===== config.mk =====
export PLATFORM = sky130hd
export DESIGN_NAME = ascon_permutation_engine
export DESIGN_NICKNAME = d
export VERILOG_FILES = /design/src/rtl/ascon_permutation_engine.sv
export SDC_FILE = /design/constraint.sdc
export NUM_CORES = 2
export LEC_CHECK = 0
export BUFFER_PORTS_ARGS = -buffer_cell sky130_fd_sc_hd__buf_2
export CORE_UTILIZATION = 25
export DETAILED_ROUTE_END_ITERATION = 10
export PLACE_DENSITY = 0.42
export SLEW_MARGIN = 5
export SYNTH_ARGS = -nofsm -noshare
export SYNTH_HDL_FRONTEND = slang
export SYNTH_SLANG_ARGS = --single-unit

===== constraint.sdc =====
create_clock -name clock_i -period 5.72 [get_ports clock_i]
set_input_delay 0 -clock clock_i [delete_from_list [all_inputs] [get_ports clock_i]]
set_output_delay 0 -clock clock_i [all_outputs]
set_load 0.02 [all_outputs]

===== src/rtl/ascon_permutation_engine.sv =====
// Self-sequencing Ascon permutation (p^a / p^b) with a start/done handshake, UNROLL rounds per clock.
// Optional build macro: ASCON_PERM_ABORT_EN adds abort_i to cancel a run in progress.

module constant_addition (
  input  logic [319:0] state_i,
  input  logic [3:0]   idx_i,
  output logic [319:0] state_o
);
  always_comb begin
    state_o = state_i;
    state_o[135:128] = state_i[135:128] ^ {~idx_i, idx_i};
  end
endmodule

module substitution_layer (
  input  logic [319:0] state_i,
  output logic [319:0] state_o
);
  logic [63:0] x0, x1, x2, x3, x4;
  logic [63:0] t0, t1, t2, t3, t4;

  // Bitsliced 5-bit S-box applied to all 64 columns at once.
  always_comb begin
    {x0, x1, x2, x3, x4} = state_i;
    x0 = x0 ^ x4;
    x4 = x4 ^ x3;
    x2 = x2 ^ x1;
    t0 = ~x0 & x1;
    t1 = ~x1 & x2;
    t2 = ~x2 & x3;
    t3 = ~x3 & x4;
    t4 = ~x4 & x0;
    x0 = x0 ^ t1;
    x1 = x1 ^ t2;
    x2 = x2 ^ t3;
    x3 = x3 ^ t4;
    x4 = x4 ^ t0;
    x1 = x1 ^ x0;
    x0 = x0 ^ x4;
    x3 = x3 ^ x2;
    x2 = ~x2;
    state_o = {x0, x1, x2, x3, x4};
  end
endmodule

module diffusion (
  input  logic [319:0] state_i,
  output logic [319:0] state_o
);
  function automatic logic [63:0] ror(input logic [63:0] x, input int unsigned n);
    return (x >> n) | (x << (64 - n));
  endfunction

  logic [63:0] x0, x1, x2, x3, x4;

  always_comb begin
    {x0, x1, x2, x3, x4} = state_i;
    state_o = {x0 ^ ror(x0, 19) ^ ror(x0, 28),
               x1 ^ ror(x1, 61) ^ ror(x1, 39),
               x2 ^ ror(x2, 1)  ^ ror(x2, 6),
               x3 ^ ror(x3, 10) ^ ror(x3, 17),
               x4 ^ ror(x4, 7)  ^ ror(x4, 41)};
  end
endmodule

module ascon_round (
  input  logic [319:0] state_i,
  input  logic [3:0]   idx_i,
  output logic [319:0] state_o
);
  logic [319:0] ca_out, sl_out;

  constant_addition  u_ca (.state_i(state_i), .idx_i(idx_i), .state_o(ca_out));
  substitution_layer u_sl (.state_i(ca_out), .state_o(sl_out));
  diffusion          u_dl (.state_i(sl_out), .state_o(state_o));
endmodule

module ascon_permutation_engine #(
  parameter int UNROLL = 1,
  parameter int MAX_NR = 12
) (
  input  logic         clock_i,
  input  logic         resetb_i,
  input  logic         start_i,
`ifdef ASCON_PERM_ABORT_EN
  input  logic         abort_i,
`endif
  input  logic [3:0]   nr_i,
  input  logic [319:0] state_i,
  output logic [319:0] state_o,
  output logic         busy_o,
  output logic         done_o
);
  localparam logic [3:0] UNR  = 4'(UNROLL);
  localparam logic [3:0] NMAX = 4'(MAX_NR);

  generate
    if (UNROLL != 1 && UNROLL != 2) begin : g_bad_unroll
      $error("ascon_permutation_engine: UNROLL must be 1 or 2");
    end
    if (MAX_NR < 0 || MAX_NR > 12) begin : g_bad_max_nr
      $error("ascon_permutation_engine: MAX_NR must be within 0..12");
    end
  endgenerate

  typedef enum logic {
    IDLE,
    RUN
  } fsm_t;

  fsm_t         fsm_q;
  logic [3:0]   rnd_q;
  logic [319:0] state_q;
  logic         busy_q, done_q;

  logic [3:0]   n_clamp, base_idx, remaining, steps, rnd_next;
  logic [319:0] dp_in, dp_out, r0_out, r1_out;

  // IDLE feeds the fresh input at index 12-n; RUN feeds back the registered state at rnd_q.
  always_comb begin
    n_clamp = (nr_i > NMAX) ? NMAX : nr_i;
    if (fsm_q == IDLE) begin
      dp_in     = state_i;
      base_idx  = 4'd12 - n_clamp;
      remaining = n_clamp;
    end else begin
      dp_in     = state_q;
      base_idx  = rnd_q;
      remaining = 4'd12 - rnd_q;
    end
    steps    = (remaining < UNR) ? remaining : UNR;
    rnd_next = base_idx + steps;
  end

  ascon_round u_round0 (.state_i(dp_in), .idx_i(base_idx), .state_o(r0_out));

  generate
    if (UNROLL == 2) begin : g_unroll2
      ascon_round u_round1 (.state_i(r0_out), .idx_i(base_idx + 4'd1), .state_o(r1_out));
    end else begin : g_unroll1
      assign r1_out = r0_out;
    end
  endgenerate

  // An odd final step bypasses the second stage; a zero-round request passes the input through.
  always_comb begin
    if (steps == 4'd0)      dp_out = dp_in;
    else if (steps == 4'd1) dp_out = r0_out;
    else                    dp_out = r1_out;
  end

  always_ff @(posedge clock_i or negedge resetb_i) begin
    if (!resetb_i) begin
      fsm_q   <= IDLE;
      rnd_q   <= '0;
      state_q <= '0;
      busy_q  <= 1'b0;
      done_q  <= 1'b0;
    end else begin
      done_q <= 1'b0;
      case (fsm_q)
        IDLE: begin
          if (start_i) begin
            state_q <= dp_out;
            rnd_q   <= rnd_next;
            if (rnd_next == 4'd12) begin
              done_q <= 1'b1;
            end else begin
              busy_q <= 1'b1;
              fsm_q  <= RUN;
            end
          end
        end
        RUN: begin
`ifdef ASCON_PERM_ABORT_EN
          if (abort_i) begin
            busy_q <= 1'b0;
            fsm_q  <= IDLE;
          end else
`endif
          begin
            state_q <= dp_out;
            rnd_q   <= rnd_next;
            if (rnd_next == 4'd12) begin
              done_q <= 1'b1;
              busy_q <= 1'b0;
              fsm_q  <= IDLE;
            end
          end
        end
        default: fsm_q <= IDLE;
      endcase
    end
  end

  assign state_o = state_q;
  assign busy_o  = busy_q;
  assign done_o  = done_q;
endmodule


==> summary.md <==
| Metric | Value |
|---|---|
| Cell Rows | `~130` |
| CP bufs+invs | `2` |
| Post-Synth XOR/XNOR Area | `0.330` |
| Setup TNS | `0 ns` |
| Failing checks | `hold timing` |
| Mapped cell area | `approximately 33,000 um2` |
| Register area share after synthesis | `0.245` |
| Setup violations, final | `0` |
| Clock tree buffer depth | `3` |
| Total wire length | `~210 mm` |
| Fin area | `around 44,000 um2` |
| Hold-fix buffer count after cts | `299` |
| Slew Limit Fails | `0` |
| WHS | `-0.0319 ns` |
| Postcts setup bufs | `0` |
| Final Hold Viols | `5` |
| Worst Setup End Kind | `register` |
| Number of antenna violations at the first check in global routing | `17` |
| Fmax | `~190 MHz` |
| Syn Inst Count | `3,471` |
| Dpl cell area | `~39,000 um2` |
| Starting density of the core | `0.253` |
| Total GRT Usage | `0.295` |
| Die W | `roughly 370 um` |
| Worst Reg-to-Reg Cells | `9` |
| CTS tree | `done` |
| DR WL/cell | `32.9 um` |
| Die height | `approximately 370 um` |
| Worst min path class | `in2async` |
| CTS Sinks | `327` |
| Area Growth Syn to Fin | `31.5%` |
| Number of buffers added on ports | `648` |
| WP depth | `9` |
| CTS root buf | `clkbuf_16` |
| Die area | `roughly 140,000 um2` |
| Synth Area in Compound Gates | `0.112` |
| Post-Synth Simple-Gate Area | `0.0577` |
| Top post-synthesis cells by count | `812 x xnor2_1, 362 x xor2_1, 327 x dfrtp_1` |
| First-pass GRT wire length | `around 280 mm` |
| Final worst-path cycle share | `0.906` |
| Post-synthesis cell type count | `57` |
| Reported max-cap violation count | `0` |
| IO Pins | `between 600 and 700` |
| GPL Wtd Cong | `between 1 and 1.5` |
| RR Endpoint | `state_o[81]` |
| Tmin final | `between 5 and 6 ns` |
| RSZ-0062 raised after global routing | `false` |
| Global routing's busiest layer | `met2` |
| Critical path launch point type | `register` |
| Crit path cell chain | `buf_12, mux2i_1, inv_1, ha_1, xnor2_1, xor2_1, xnor2_1, xnor2_1, o21ai_0` |
| Mean post-synth cell area | `a little under 10 um2` |
| Via Count | `~32,000` |
| EDFF count, synth | `0` |
| Grt total ovfl | `0` |
| Synth Flop Type | `dfrtp_1` |
| CP required | `between 6 and 7 ns` |
| # DRC | `0` |
| Main combinational cell family by area after synthesis | `XOR/XNOR gates` |
| Final ANT Viol Nets | `0` |
| DR iter-0 viols | `3,097` |
| Worst setup path endpoint | `state_o[81]` |
| Core area | `~130,000 um2` |
| Resized cells post-CTS | `0` |
| Met1 usage | `0.374` |
| 1st-pass router iterations | `6` |
| Share of post-route cells with drive strength above 1 | `0.243` |
| Worst-path fanout max | `37` |
| Util after Layout | `0.333` |
| Worst Path Arrival | `~5.7 ns` |
| Yosys warns | `0` |
| Worst-skew pair later-pin latency | `~0.66 ns` |
| Worst slew pin tran | `approximately 1.4 ns` |
| CP dominant cell by count | `xnor2_1` |
| CTS Buf Count | `between 40 and 50` |
| CP delay by family, top | `XOR/XNOR gates` |
| Met2 Use GR | `0.472` |
| Top-area cell type share of the netlist area | `0.245` |
| Final Skew | `around 0.024 ns` |
| Status | `finished, violations left` |
| Worst R2R Setup Slack | `0.54 ns` |
| Dominant cell by count in the synthesized netlist | `xnor2_1` |
| Critical Path Slowest Stage Cell | `dfrtp_4` |
| Adder-cell area share of the yosys netlist | `0.0692` |
| Worst-path clk slew | `around 0.070 ns` |
| Yosys top cell by area | `dfrtp_1` |
| GR Layer Usage met3 | `0.0609` |
| Vias per cell | `between 5 and 6` |
| H-tree levels | `2` |
| Vias in the first global route | `roughly 32,000` |
| Ys async rst share | `1.00` |
| CP max stage delay | `0.92 ns` |
| Synth area leaders | `dfrtp_1 24%, xnor2_1 21%, xor2_1 9.5%` |
| Setup crit start | `fsm_q` |
| Multiplexer area fraction after synthesis | `0.144` |
| # nets final | `roughly 4,900` |
| DP Wirelength | `roughly 170 mm` |
| Setup Crit Path Kind | `reg2reg` |
| R2r startpoint | `fsm_q` |
| Slew HR | `0.0739` |
| FF+latch count, synth | `between 300 and 400` |
| Largest net degree at the start of global routing | `163` |
==> metal layers <==
layer | vias to the layer above | wire length [um]
met1 | 16200 | 84400
met4 | 10 | 11700
met5 | - | 62
met3 | 356 | 15900
li1 | 14000 | -
met2 | 1511 | 93800
==> logic make-up after synthesis <==
family,count (synthesis)
AO/OA/AOI/OAI,550
XOR/XNOR,1216
adder cells (fa/ha/maj),197
buffers and inverters,293
flip-flops,327
multiplexers,448
other,1
AND/OR/NAND/NOR,439
==> state kept, by name, indices dropped and copies added (netlist names) <==
name     cells
busy_o       1
done_o       1
rnd_q        4
state_o    320
fsm_q        1
==> worst min-delay path by stage <==
stage	startpoint	to	slack [ns]	depth (start not counted)
2_1_floorplan	resetb_i	busy_o	-0.30	0
3_3_place_gp	resetb_i	state_o[142]	0.14	1
3_5_place_dp	resetb_i	state_o[142]	0.1	1
4_1_cts	state_i[178]	state_o[178]	0.0004	5
5_1_grt	resetb_i	state_o[142]	0.06	2
6_report	resetb_i	state_o[142]	-0.03	2
==> cells in the final DEF, fill, tap and decap left out, types with 19 or more instances in the layout <==
cell           count
a21oi_1           47
a221o_1          106
a22oi_1           30
a2bb2oi_1         63
and3_1            64
buf_2            647
buf_4            137
clkbuf_16         49
clkinv_2          19
dfrtp_1          326
dlygate4sd3_1    299
ha_1             132
inv_1            120
maj3_1            64
mux2_2           126
mux2i_1          284
mux2i_2           32
nand2_1          247
nor2_1            43
nor3_1            65
o21ai_0          162
o21ai_1           84
o22ai_1           29
xnor2_1          812
xnor2_2           29
xor2_1           362
==> through the flow <==
step	instances	hold slack [ns]	setup slack, ns
final	6251	-0.0319	0.537
after global routing	6247	0.0553	0.538
after CTS	6241	0.000431	0.611
after detailed placement	5854	0.0965	0.609
after floorplan	3473	-0.296	2.62
after global placement	5854	0.136	0.623
==> final cells by class <==
cell class	count	area, um2
fillers	14000	88200
multi-input cells	2853	23900
flip-flops and latches	327	8190
repair buffers	1097	7530
well taps	1755	2200
clock buffers	61	1360
inverters	121	454
clock inverters	27	268
diodes	10	25.0
Power is left out: the tool's default activity adds up to more than one toggle a clock period on the data nets, which glitch-free logic cannot reach.
